File: config.mk
export PLATFORM = sky130hd
export DESIGN_NAME = quad_enc_gen
export DESIGN_NICKNAME = d
export VERILOG_FILES = /design/src/rtl/quad_enc_gen_pkg.sv /design/src/rtl/quad_enc_gen_rate_div.sv /design/src/rtl/quad_enc_gen.sv
export SDC_FILE = /design/constraint.sdc
export NUM_CORES = 1
export LEC_CHECK = 0
export BUFFER_PORTS_ARGS = -buffer_cell sky130_fd_sc_hd__buf_4
export CORE_MARGIN = 8
export CORE_UTILIZATION = 28
export CTS_CLUSTER_DIAMETER = 60
export DETAILED_ROUTE_END_ITERATION = 8
export HOLD_SLACK_MARGIN = 0.06
export PLACE_DENSITY = 0.52
export SLEW_MARGIN = 20
export SYNTH_ARGS = -nofsm -noshare
export SYNTH_HDL_FRONTEND = slang
export SYNTH_SLANG_ARGS = --single-unit
File: constraint.sdc
create_clock -name cloc -period 2.21 [get_ports cloc]
set_clock_uncertainty 0.05 [all_clocks]
set_input_delay 0.1105 -clock cloc [delete_from_list [all_inputs] [get_ports cloc]]
set_output_delay 0.1105 -clock cloc [all_outputs]
set_load 0.02 [all_outputs]
File: src/rtl/quad_enc_gen_pkg.sv
// Shared types and defaults for the quadrature encoder generator.
package quad_enc_pkg;

  localparam int unsigned CNT_W_DEF = 8;
  localparam int unsigned DIV_W_DEF = 16;
  localparam int unsigned CPR_DEF   = 64;

  typedef enum logic {
    IDLE,
    RUN
  } state_e;

  // Phase index to {A,B}: 0->00, 1->10, 2->11, 3->01 (Gray sequence).
  localparam logic [3:0][1:0] PHASE_AB = {2'b01, 2'b11, 2'b10, 2'b00};

endpackage

File: src/rtl/quad_enc_gen_rate_div.sv
// Loadable edge-rate divider: counts 0..P-1 and pulses o_tc on the terminal count.
module rate_div
  import quad_enc_pkg::*;
#(
  parameter int unsigned DIV_W = DIV_W_DEF
) (
  input  logic             clk,
  input  logic             rst_n,
  input  logic             i_load,
  input  logic [DIV_W-1:0] i_period,
  input  logic             i_clr,
  input  logic             i_en,
  output logic             o_tc
);

  logic [DIV_W-1:0] r_term;
  logic [DIV_W-1:0] r_cnt;
  logic             w_at_term;

  assign w_at_term = (r_cnt == r_term);
  assign o_tc      = i_en & w_at_term;

  // A period of 0 collapses onto the same terminal value as a period of 1.
  always_ff @(posedge clk or negedge rst_n) begin
    if (!rst_n) begin
      r_term <= '0;
      r_cnt  <= '0;
    end else if (i_load) begin
      r_term <= (i_period == '0) ? '0 : i_period - 1'b1;
      r_cnt  <= '0;
    end else if (i_clr) begin
      r_cnt <= '0;
    end else if (i_en) begin
      r_cnt <= w_at_term ? '0 : r_cnt + 1'b1;
    end
  end

endmodule

File: src/rtl/quad_enc_gen.sv
// Quadrature encoder generator: emits a commanded number of A/B edges at a set rate.
// Optional index output enc_z and revolution counter enabled by `ENC_INDEX_EN.
module quad_enc_gen
  import quad_enc_pkg::*;
#(
  parameter int unsigned CNT_W = CNT_W_DEF,
  parameter int unsigned DIV_W = DIV_W_DEF,
  parameter int unsigned CPR   = CPR_DEF
) (
  input  logic             cloc,
  input  logic             rst_n,
  input  logic             start,
  input  logic             dir,
  input  logic [CNT_W-1:0] steps,
  input  logic [DIV_W-1:0] period,
  input  logic             abort,
  output logic             busy,
  output logic             done,
  output logic             enc_a,
  output logic             enc_b,
  output logic [CNT_W-1:0] pos
`ifdef ENC_INDEX_EN
  ,
  output logic             enc_z
`endif
);

  if (CPR < 2) begin : g_cpr_chk
    $error("quad_enc_gen: CPR must be at least 2");
  end

  state_e           r_state;
  state_e           w_state_nxt;
  logic             w_done_nxt;
  logic             r_done;
  logic             r_dir;
  logic [CNT_W-1:0] r_remaining;
  logic [CNT_W-1:0] r_pos;
  logic [1:0]       r_phase;
  logic [1:0]       w_phase_nxt;
  logic             r_a;
  logic             r_b;
  logic             w_accept;
  logic             w_run;
  logic             w_edge;
  logic             w_last;

  assign w_run       = (r_state == RUN);
  assign w_accept    = (r_state == IDLE) && start && (steps != '0);
  assign w_last      = w_edge && (r_remaining == CNT_W'(1));
  assign w_phase_nxt = r_dir ? r_phase + 2'd1 : r_phase - 2'd1;

  rate_div #(
    .DIV_W(DIV_W)
  ) u_rate_div (
    .clk     (cloc),
    .rst_n   (rst_n),
    .i_load  (w_accept),
    .i_period(period),
    .i_clr   (w_run && abort),
    .i_en    (w_run),
    .o_tc    (w_edge)
  );

  always_ff @(posedge cloc or negedge rst_n) begin
    if (!rst_n) begin
      r_state <= IDLE;
      r_done  <= 1'b0;
    end else begin
      r_state <= w_state_nxt;
      r_done  <= w_done_nxt;
    end
  end

  // An abort coinciding with a terminal count still lets that edge out (datapath below).
  always_comb begin
    w_state_nxt = r_state;
    w_done_nxt  = 1'b0;
    case (r_state)
      IDLE: begin
        if (w_accept) begin
          w_state_nxt = RUN;
        end
      end
      RUN: begin
        if (w_last || abort) begin
          w_state_nxt = IDLE;
          w_done_nxt  = 1'b1;
        end
      end
      default: w_state_nxt = IDLE;
    endcase
  end

  always_ff @(posedge cloc or negedge rst_n) begin
    if (!rst_n) begin
      r_dir       <= 1'b0;
      r_remaining <= '0;
      r_pos       <= '0;
      r_phase     <= 2'd0;
      r_a         <= 1'b0;
      r_b         <= 1'b0;
    end else begin
      if (w_accept) begin
        r_dir       <= dir;
        r_remaining <= steps;
      end
      if (w_edge) begin
        r_phase     <= w_phase_nxt;
        r_pos       <= r_dir ? r_pos + 1'b1 : r_pos - 1'b1;
        r_remaining <= r_remaining - 1'b1;
        {r_a, r_b}  <= PHASE_AB[w_phase_nxt];
      end
    end
  end

`ifdef ENC_INDEX_EN
  localparam int unsigned REV_W = (CPR > 1) ? $clog2(CPR) : 1;

  logic [REV_W-1:0] r_rev;
  logic [REV_W-1:0] w_rev_nxt;
  logic             r_z;

  always_comb begin
    w_rev_nxt = r_rev;
    if (r_dir) begin
      w_rev_nxt = (r_rev == REV_W'(CPR - 1)) ? '0 : r_rev + 1'b1;
    end else begin
      w_rev_nxt = (r_rev == '0) ? REV_W'(CPR - 1) : r_rev - 1'b1;
    end
  end

  // Index is computed from next-state values so it changes on the same edge as A/B.
  always_ff @(posedge cloc or negedge rst_n) begin
    if (!rst_n) begin
      r_rev <= '0;
      r_z   <= 1'b1;
    end else if (w_edge) begin
      r_rev <= w_rev_nxt;
      r_z   <= (w_rev_nxt == '0) && (w_phase_nxt == 2'd0);
    end
  end

  assign enc_z = r_z;
`endif

  assign busy  = w_run;
  assign done  = r_done;
  assign enc_a = r_a;
  assign enc_b = r_b;
  assign pos   = r_pos;

endmodule

# ---- After elaboration in Yosys (flattened, before gate mapping)
# Index checks and enable logic that the tools add are counted.
dict set report word_totals {
  register_bits 55
  input_bits 29
  output_inout_bits 12
  elab_cells 47
}
dict set report op_classes {
  n_addsub 7
  magnitude_cmp 1
  eq_ne 2
  muxes 16
  bitwise 2
  n_reduce_logical 9
}
# cell n
set ops {}
lappend ops {{2-to-1 mux 16 bit} 5}
lappend ops {{2-to-1 mux 8 bit} 3}
lappend ops {{adder 16 x 1 -> 16 bit, second input constant} 1}
lappend ops {{equality test 16 bit} 1}
lappend ops {{zero test 16 bit} 1}
lappend ops {{subtractor 16 x 1 -> 16 bit, second input constant} 1}
lappend ops {{subtractor 8 x 1 -> 8 bit, second input constant} 2}
lappend ops {{adder 8 x 1 -> 8 bit, second input constant} 1}
lappend ops {{equality test 8 x 1 -> 1 bit, second input constant} 1}
lappend ops {{nonzero test 8 bit} 1}
lappend ops {{binary-select mux 2 bit (select 2 bit)} 1}
lappend ops {{logical AND 1 bit} 4}
lappend ops {{2-to-1 mux 1 bit} 4}
lappend ops {{2-to-1 mux 2 bit} 2}
lappend ops {{less-than comparator 2 x 3 -> 1 bit, second input constant} 1}
lappend ops {{nonzero test 3 bit} 1}
lappend ops {{adder 2 x 1 -> 2 bit, second input constant} 1}
lappend ops {{one-hot mux 1 bit (2 select lines)} 1}
lappend ops {{nonzero test 2 bit} 1}
lappend ops {{subtractor 2 x 1 -> 2 bit, second input constant} 1}
lappend ops {{AND 1 bit} 1}
lappend ops {{logical OR 1 bit} 1}
lappend ops {{inverter 1 bit} 1}

# ---- Logic depth before layout (Yosys ltp)
# Gate-level depths: netlist of the first run.
dict set report depth {
  ltp_word 6
  ltp_mapped 8
  depth_no_buf 7
}

# ---- Cells and area by module
# A second synthesis of the first run with hierarchy kept.
dict set report unflattened {
  hier_cells 354
  hier_area_um2 3384.5
}
# mod instances cells_per_inst area_per_inst_um2 seq_area_each_um2
set by_module_without_submodules {}
lappend by_module_without_submodules {rate_div 1 215 2003.2 800.8}
lappend by_module_without_submodules {quad_enc_gen 1 139 1381.3 550.5}

# ---- Least setup slack after synthesis of the first run
# No wires, ideal clock.
dict set report synth_timing {
  path_kind {reg-to-reg}
  from {reg r_dir}
  to {reg r_pos[6], in the netlist pos[6]}
  setup_ns 0.066
  arrival_time_ns 1.954
  required_time_ns 2.094
  slack_ns 0.140
  stages_incl_launch_ff 8
  path_buffers 0
  period_less_slack_ns 2.070
  path_cell_list {dfrtp_1 > inv_1 > ha_1 > a21o_1 > a21oi_1 > or4b_2 > o2111ai_1 > mux2_1}
}
dict set report synth_between {
  elab_chain_len 1
}
# element line
set synth_lines {}
lappend synth_lines {{from (decl)} quad_enc_gen.sv:36} ;# logic r_dir;
lappend synth_lines {{from (signal assigned)} quad_enc_gen.sv:105} ;# r_dir <= dir;
lappend synth_lines {{2-to-1 mux 8 bit} quad_enc_gen.sv:110} ;# r_pos <= r_dir ? r_pos + 1'b1 : r_pos - 1'b1;
lappend synth_lines {{to (signal assigned)} quad_enc_gen.sv:110}
lappend synth_lines {{to (decl)} quad_enc_gen.sv:38} ;# logic [CNT_W-1:0] r_pos;
# Every way passes these cells.
# A chain may end at the register's enable or synchronous reset.

# ---- Worst setup path in the final report of the first run
dict set report layout_timing {
  from {in steps[0]}
  to {reg u_rate_div.r_cnt[0]}
}
dict set report layout_between {
  elab_chain_len 3
  elab_cells_between_ends 4
  cone_classes {mux (1); reduce/logical (3)}
}
# element line
set layout_lines {}
lappend layout_lines {{from (decl)} quad_enc_gen.sv:14} ;# input logic [CNT_W-1:0] steps,
lappend layout_lines {{nonzero test 8 bit (*)} quad_enc_gen.sv:49} ;# assign w_accept = (r_state == IDLE) && start && (steps != '0);
lappend layout_lines {{logical AND 1 bit (*)} quad_enc_gen.sv:49}
lappend layout_lines {{nonzero test 3 bit (no line) / 2-to-1 mux 16 bit (equally long branches)} -}
lappend layout_lines {{to (signal assigned)} quad_enc_gen_rate_div.sv:34} ;# r_cnt <= w_at_term ? '0 : r_cnt + 1'b1;
lappend layout_lines {{to (decl)} quad_enc_gen_rate_div.sv:17} ;# logic [DIV_W-1:0] r_cnt;
# Mark *: on every way between the ends. The rest lies on a longest branch, timed or not.

==> qor_table.md, run 1 <==
| Metric | Reported | Unit |
| --- | --- | --- |
| Startpoint-to-endpoint class of the critical path | in -> reg | - |
| Arrival @ worst endpoint | 2.28 | ns |
| First-pass GRT wire length | 14,000 | µm |
| Cts bufs inserted | 5 | - |
| Ys flop type | sky130_fd_sc_hd__dfrtp_1 | - |
| Horiz. Die Dim | 126 | µm |
| Clock latency at the later pin of the worst-skew pair | 0.29 | ns |
| Number of rows in the core area | 40 | - |
| Clk sinks | 54 | - |
| Cell family with most CP delay | simple AND/OR/NAND/NOR gates | - |
| Max_cap viols | 0 | - |
| Area fraction of the dominant cell type after synthesis | 39.9 | % |
| Total nets after synthesis | 394 | - |
| H-tree level count | 2 | - |
| Total die area | 15,900 | µm² |
| Count of final max-slew check failures | 0 | - |
| IR Drop Worst-Case VDD | 331 | µV |
| Clock transition at path regs | 0.07 | ns |
| Transition at the pin with the smallest max-transition slack | 0.703 | ns |
| Synth Register Bits | 54 | - |
| Synthesized netlist cell count | 354 | - |
| Worst Hold Launch | period[13] | - |
| Initial core utilization | 28.5 | % |
| Maximum number of buffers from clock root to sink | 2 | - |
| Cell area after placement | 3900 | µm² |
| Number of synthesized flops with an enable pin | 0 | - |
| TritonCTS clock tree | done | - |
| Final instance area | 4170 | µm² |
| Worst Setup Start Kind | input pin | - |
| Number of filler cells placed in the layout | 1,239 | - |
| Ordered list of cells on the worst path | dlygate4sd3_1, buf_4, or4_4, o21a_2, nor2_1, mux2_2 | - |
| Highest metal used | met4 | - |
| Area leader, netlist | sky130_fd_sc_hd__dfrtp_1 | - |
| Clk root buf | sky130_fd_sc_hd__clkbuf_16 | - |
| Worst min path class | in -> reg | - |
| Area of the core | 11,900 | µm² |
| Count of buffers from port buffering | 40 | - |
| Number of optimization iterations in the first detailed-route pass | 4 | - |
| Hold_ws | 0.0762 | ns |
| Biggest fanout along the worst timing path | 14 | - |
| Antenna violations before repair | 0 | - |
| Overflow left after global routing | 0 | - |
| Amount of wire on met2 after detailed routing | 3680 | µm |
| Via count of the first global-routing pass | 2,799 | - |
| Total routed wire length on the met1 layer | 4140 | µm |
| Synthesis-to-finish area growth | 23.1 | % |
| Setup violation total in the final timing report | 0 | - |
| Avg Synthesized Cell Area | 9.58 | µm² |
| CP endpoint kind | register | - |
| Warning count from the yosys run | 0 | - |
| Synth cell types | 67 | - |
| Post-detailed-route via-to-cell ratio | 5.06 | - |
| RePlAce Congestion | 0.777 | - |
| Status | finished, final reports clean | - |
| Final Hold Violating Endpoints | 0 | - |
| Timing startpoint of the critical path | steps[0] | - |
| Height of the die | 126 | µm |
| Leakage power total | 1.79 | nW |
| HPWL after DPL | 5960 | µm |
| Via total after detailed routing | 2,841 | - |
| Critical Path Slowest Stage Cell | sky130_fd_sc_hd__or4_4 | - |
| CP peak stage delay | 0.54 | ns |
| Global routing usage summed across all routing layers | 10.5 | % |
| Final clock period utilization by the worst path | 95.0 | % |
| Diodes inserted | 0 | - |
| Share of cells above drive strength 1 | 21.5 | % |
| Routed length per instance | 14.7 | µm |
| Power density relative to cell area | 649 | nW/µm² |
| Sequential element share of the synthesized area | 39.9 | % |
| Total length of routed wires | 8270 | µm |
| Total Neg Setup Slack | 0 | ns |
| Number of design rule violations left after detail routing | 0 | - |
| Number of buffer and inverter stages on the critical path | 2 | - |
| Post-synth ARST share | 100 | % |
| IO Pins | 41 | - |
| Syn Std Cell Area | 3390 | µm² |
| Number of DRC markers in iteration 0 | 208 | - |
| Upper clock frequency limit | 0.476 | GHz |
| Final min period | 2.10 | ns |
| Critical register-to-register path startpoint | u_rate_div.r_cnt[3] | - |
| Maximum number of pins on one net before global-route repair | 55 | - |
| Met3 WL | 407 | µm |
| Top post-synthesis cells by area | sky130_fd_sc_hd__dfrtp_1, sky130_fd_sc_hd__xnor2_1, sky130_fd_sc_hd__nand2_1, sky130_fd_sc_hd__ha_1, sky130_fd_sc_hd__o21ai_0 | - |
| Post-detailed-route count of antenna-violating nets | 0 | - |
| Worst path required time | 2.39 | ns |
| Slew Limit Headroom | 53.2 | % |
| Number of nets at the end of the flow | 454 | - |
-- cell usage after synthesis (9+ instances only) --
library cell and instances:
sky130_fd_sc_hd__a21oi_1 9, sky130_fd_sc_hd__dfrtp_1 54, sky130_fd_sc_hd__ha_1 10, sky130_fd_sc_hd__inv_1 11
sky130_fd_sc_hd__nand2_1 35, sky130_fd_sc_hd__nand3_1 9, sky130_fd_sc_hd__nor2_1 17, sky130_fd_sc_hd__nor3_1 14
sky130_fd_sc_hd__nor4_1 10, sky130_fd_sc_hd__o21ai_0 17, sky130_fd_sc_hd__xnor2_1 32
-- worst reg2reg max path: cells and delay by family (launching register included) --
| family | cells | cell delay [ns] |
|---|---|---|
| AND/OR/NAND/NOR | 3 | 0.59 |
| flip-flops | 1 | 0.45 |
| buffers and inverters | 2 | 0.36 |
| AO/OA/AOI/OAI | 1 | 0.34 |
| XOR/XNOR | 1 | 0.18 |
-- area by class of cell --
cell class / instances / area [µm²] / area share [%]
tap: 147 / 184 / 4.41
clock buffer: 5 / 125 / 3.00
inverter: 11 / 41.3 / 0.990
sequential: 54 / 1350 / 32.4
clock inverter: 2 / 10.0 / 0.240
timing repair buffer: 69 / 543 / 13.0
multi-input combinational: 273 / 1920 / 45.9
-- report_power, final --
part / switching (mW) / internal (mW)
Clock: 0.348 / 0.410
Sequential: 0.113 / 1.11
Combinational: 0.389 / 0.337
-- cells in the final DEF, fill, tap and decap left out, types with 9 or more instances in the layout --
| master | instances |
|---|---|
| sky130_fd_sc_hd__ha_1 | 10 |
| sky130_fd_sc_hd__nor4_1 | 10 |
| sky130_fd_sc_hd__nor2_1 | 17 |
| sky130_fd_sc_hd__dfrtp_1 | 53 |
| sky130_fd_sc_hd__inv_1 | 10 |
| sky130_fd_sc_hd__o21ai_0 | 17 |
| sky130_fd_sc_hd__buf_4 | 58 |
| sky130_fd_sc_hd__xnor2_1 | 32 |
| sky130_fd_sc_hd__nor3_1 | 14 |
| sky130_fd_sc_hd__nand3_1 | 9 |
| sky130_fd_sc_hd__nand2_1 | 35 |
-- timing repair --
action	4_1_cts	5_1_grt
setup buffers	0	4
endpoints found under the hold margin	61	0
endpoints found under the setup margin	0	20
gates resized for setup	0	8
hold buffers	8	0
-- path summary, 6_finish.rpt --
check	end	slack [ns]	depth (start not counted)
max in group asynchronous	u_rate_div.r_cnt[3]	1.24	2
worst min-delay path	u_rate_div.r_term[13]	0.08	3
worst max-delay path	u_rate_div.r_cnt[0]	0.11	6
min in group asynchronous	pos[4]	0.35	2
worst min register to register	pos[7]	0.42	1
worst max register to register	u_rate_div.r_cnt[4]	0.13	7
-- metrics by stage --
stage,power [mW],instances,worst slack [ns],utilization (%)
2_1_floorplan,1.72,354,0.140,-
3_3_place_gp,1.95,541,0.124,32.7
3_5_place_dp,1.96,541,0.0831,32.7
4_1_cts,2.74,556,0.0532,34.5
5_1_grt,2.89,561,-0.00976,35.0
6_report,2.71,561,0.110,35.0
-- metal layers --
metal / vias up / global-route usage, %
li1: 1421 / -
met1: 1346 / 14.1
met2: 68 / 16.8
met3: 6 / 2.91
met4: 0 / 1.70
met5: - / 0
-- sequential cells by signal, indices dropped and copies added, names as in the netlist --
| signal | flops |
|---|---|
| pos | 8 |
| done | 1 |
| u_rate_div.r_cnt | 16 |
| enc_a | 1 |
| busy | 1 |
| r_phase | 2 |
| r_dir | 1 |
| r_remaining | 8 |
| u_rate_div.r_term | 16 |
-- cells by family after synthesis --
logic type,after synthesis,synth area share [%]
simple gates,135,22.1
compound gates,81,17.3
flops,54,39.9
xor+xnor,36,9.30
buf+inv,27,4.02
fa+ha+maj,11,4.28
mux,10,3.17
(Power assumes the default switching activity.)
==> inputs of run 2 (changes only) <==
CORE_UTILIZATION = 53   (was 28)
PLACE_DENSITY = 0.83   (was 0.52)
==> qor_table.md, run 2 (same netlist as run 1, synthesis figures left out) <==
| Metric | Reported | Unit | Delta |
| --- | --- | --- | --- |
| Upper clock frequency limit | 0.480 | GHz | +0.84% |
| Clock latency at the later pin of the worst-skew pair | 0.32 | ns | +0.03 ns |
| Clk root buf | sky130_fd_sc_hd__clkbuf_8 | - |  |
| Height of the die | 96.0 | µm | -24% |
| Worst min path class | in -> reg | - |  |
| Final min period | 2.08 | ns | -0.0176 ns |
| Initial core utilization | 54.0 | % | +26 points |
| RePlAce Congestion | 0.936 | - | +20% |
| Total length of routed wires | 8130 | µm | -1.7% |
| Slew Limit Headroom | 54.7 | % | +1.6 points |
| Critical Path Slowest Stage Cell | sky130_fd_sc_hd__fa_1 | - |  |
| Worst setup slack before clock tree synthesis | 0.0995 | ns | +0.0164 ns |
| Status | finished, final reports clean | - |  |
| Number of standard cells in the final layout excluding fillers | 493 | - | -12% |
| Storage cell area | 1350 | µm² | about the same |
| Worst path required time | 2.38 | ns | about the same |
| Number of filler cells placed in the layout | 503 | - | -59% |
| Horiz. Die Dim | 96.0 | µm | -24% |
| IO Pins | 41 | - | unchanged |
| First-pass GRT wire length | 14,000 | µm | -0.20% |
| Clk sinks | 54 | - | unchanged |
| Final clock period utilization by the worst path | 94.2 | % | -0.79 points |
| Number of buffer and inverter stages on the critical path | 0 | - | -2 |
| Commonest non-fill, non-tap cell in the layout | sky130_fd_sc_hd__buf_4 | - |  |
| Multi-input logic area | 1920 | µm² | unchanged |
| Number of design rule violations left after detail routing | 0 | - | unchanged |
| Setup violation total in the final timing report | 0 | - | unchanged |
| Placed cell count | 472 | - | -13% |
| Number of optimization iterations in the first detailed-route pass | 5 | - | +1 |
| Ordered list of cells on the worst path | fa_1, a21o_1, a21oi_1, or4b_2, o2111ai_1, mux2_1 | - |  |
| Clock transition at path regs | 0.11 | ns | +0.04 ns |
| Final Hold Violating Endpoints | 0 | - | unchanged |
| CP endpoint kind | register | - |  |
| Total Neg Setup Slack | 0 | ns | unchanged |
| Final instance area | 4070 | µm² | -2.5% |
| Cell family with most CP delay | compound AO/OA/AOI/OAI gates | - |  |
| Post-detailed-route via-to-cell ratio | 5.92 | - | +17% |
| Leakage power total | 1.75 | nW | -1.7% |
| Sum of internal, switching and leakage power | 2.55 | mW | -5.8% |
| Diodes inserted | 0 | - | unchanged |
| H-tree level count | 2 | - | unchanged |
| Hold_ws | 0.0514 | ns | -0.0248 ns |
| Cts bufs inserted | 5 | - | unchanged |
| Biggest fanout along the worst timing path | 4 | - | -10 |
| Antenna violations before repair | 0 | - | unchanged |
| Max_cap viols | 0 | - | unchanged |
| Overflow left after global routing | 0 | - | unchanged |
| Count of final max-slew check failures | 0 | - | unchanged |
| Count of buffers from port buffering | 40 | - | unchanged |
| Routed length per instance | 16.5 | µm | +12% |
| Via total after detailed routing | 2,918 | - | +2.7% |
| Area of the core | 6280 | µm² | -47% |
| Leading cell types in the layout, fill and taps excluded | sky130_fd_sc_hd__buf_4, sky130_fd_sc_hd__dfrtp_1, sky130_fd_sc_hd__nand2_1 | - |  |
| RSZ-0062 raised after global routing | no | - |  |
| Transition at the pin with the smallest max-transition slack | 0.679 | ns | -0.0234 ns |
| Crit path setup slack, layout | 0.128 | ns | +0.0176 ns |
| Post-detailed-route count of antenna-violating nets | 0 | - | unchanged |
| Top Registers | u_rate_div.r_cnt (16), u_rate_div.r_term (16) | - |  |
| Maximum number of pins on one net before global-route repair | 55 | - | unchanged |
| Worst Setup Start Kind | register | - |  |
| Maximum number of buffers from clock root to sink | 2 | - | unchanged |
| Number of nets at the end of the flow | 455 | - | +0.22% |
| Finished Core Util | 64.8 | % | +30 points |
| Number of DRC markers in iteration 0 | 210 | - | +0.96% |
| Power density relative to cell area | 628 | nW/µm² | -3.4% |
| Cell area after placement | 3830 | µm² | -1.7% |
| Startpoint-to-endpoint class of the critical path | reg -> reg | - |  |
| IR Drop Worst-Case VDD | 417 | µV | +26% |
| HPWL after DPL | 5900 | µm | -0.98% |
| Total die area | 9210 | µm² | -42% |
| Via count of the first global-routing pass | 3,070 | - | +9.7% |
| Synthesis-to-finish area growth | 20.0 | % |  |
| Arrival @ worst endpoint | 2.25 | ns | -0.03 ns |
| Number of rows in the core area | 29 | - | -28% |
| Global routing usage summed across all routing layers | 18.9 | % | +8.4 points |
| TritonCTS clock tree | done | - |  |
| Share of cells above drive strength 1 | 20.0 | % | -1.5 points |
| CP peak stage delay | 0.48 | ns | -0.06 ns |
run 2: changes by cell type in the layout (fill, tap and decap cells not counted), sizes merged:
cell	change
clkbuf	+1
dlygate4sd3	+5
clkinvlp	+1
inv	+1
buf	-4
clkinv	-2
run 2: layout make-up:
type	count	share of cell area, %
Clock inverter	2	0.400
Sequential cell	54	33.2
Tap cell	77	2.37
Inverter	11	1.01
Timing Repair Buffer	70	14.1
Multi-Input combinational cell	273	47.1
Clock buffer	6	1.78
run 2: worst paths after layout:
kind | startpoint | to | slack (ns) | depth (start not counted)
min in group asynchronous | rst_n | pos[6] | 0.32 | 2
worst max-delay path | pos[0] | pos[6] | 0.13 | 6
max in group asynchronous | rst_n | u_rate_div.r_cnt[9] | 1.31 | 2
worst max register to register | pos[0] | pos[6] | 0.13 | 6
worst min-delay path | period[9] | u_rate_div.r_term[9] | 0.05 | 3
worst min register to register | pos[7] | pos[7] | 0.44 | 1
run 2: worst reg2reg max path, stage by stage, from the launching register on:
cell and delay (ns):
sky130_fd_sc_hd__dfrtp_1 0.46, sky130_fd_sc_hd__fa_1 0.48, sky130_fd_sc_hd__a21o_1 0.17, sky130_fd_sc_hd__a21oi_1 0.24, sky130_fd_sc_hd__or4b_2 0.19, sky130_fd_sc_hd__o2111ai_1 0.10, sky130_fd_sc_hd__mux2_1 0.30
run 2: per-layer routing:
layer	track usage, %	wire [µm]	vias up
li1	-	-	1421
met1	24.0	3720	1410
met2	31.7	3970	75
met3	3.28	317	12
met4	6.40	119	0
met5	0	0	-
run 2: report_power, final:
| group | leakage (nW) | total [mW] | internal [mW] | switching, mW |
|---|---|---|---|---|
| registers | 0.704 | 1.24 | 1.11 | 0.124 |
| logic | 1.01 | 0.743 | 0.348 | 0.394 |
| clock network | 0.0418 | 0.575 | 0.229 | 0.346 |
run 2: what timing repair did:
item | 4_1_cts | 5_1_grt
gates resized for setup | 0 | 4
buffers inserted | 0 | 0
setup endpoints to repair | 0 | 5
hold buffers | 13 | 0
hold endpoints to repair | 66 | 0
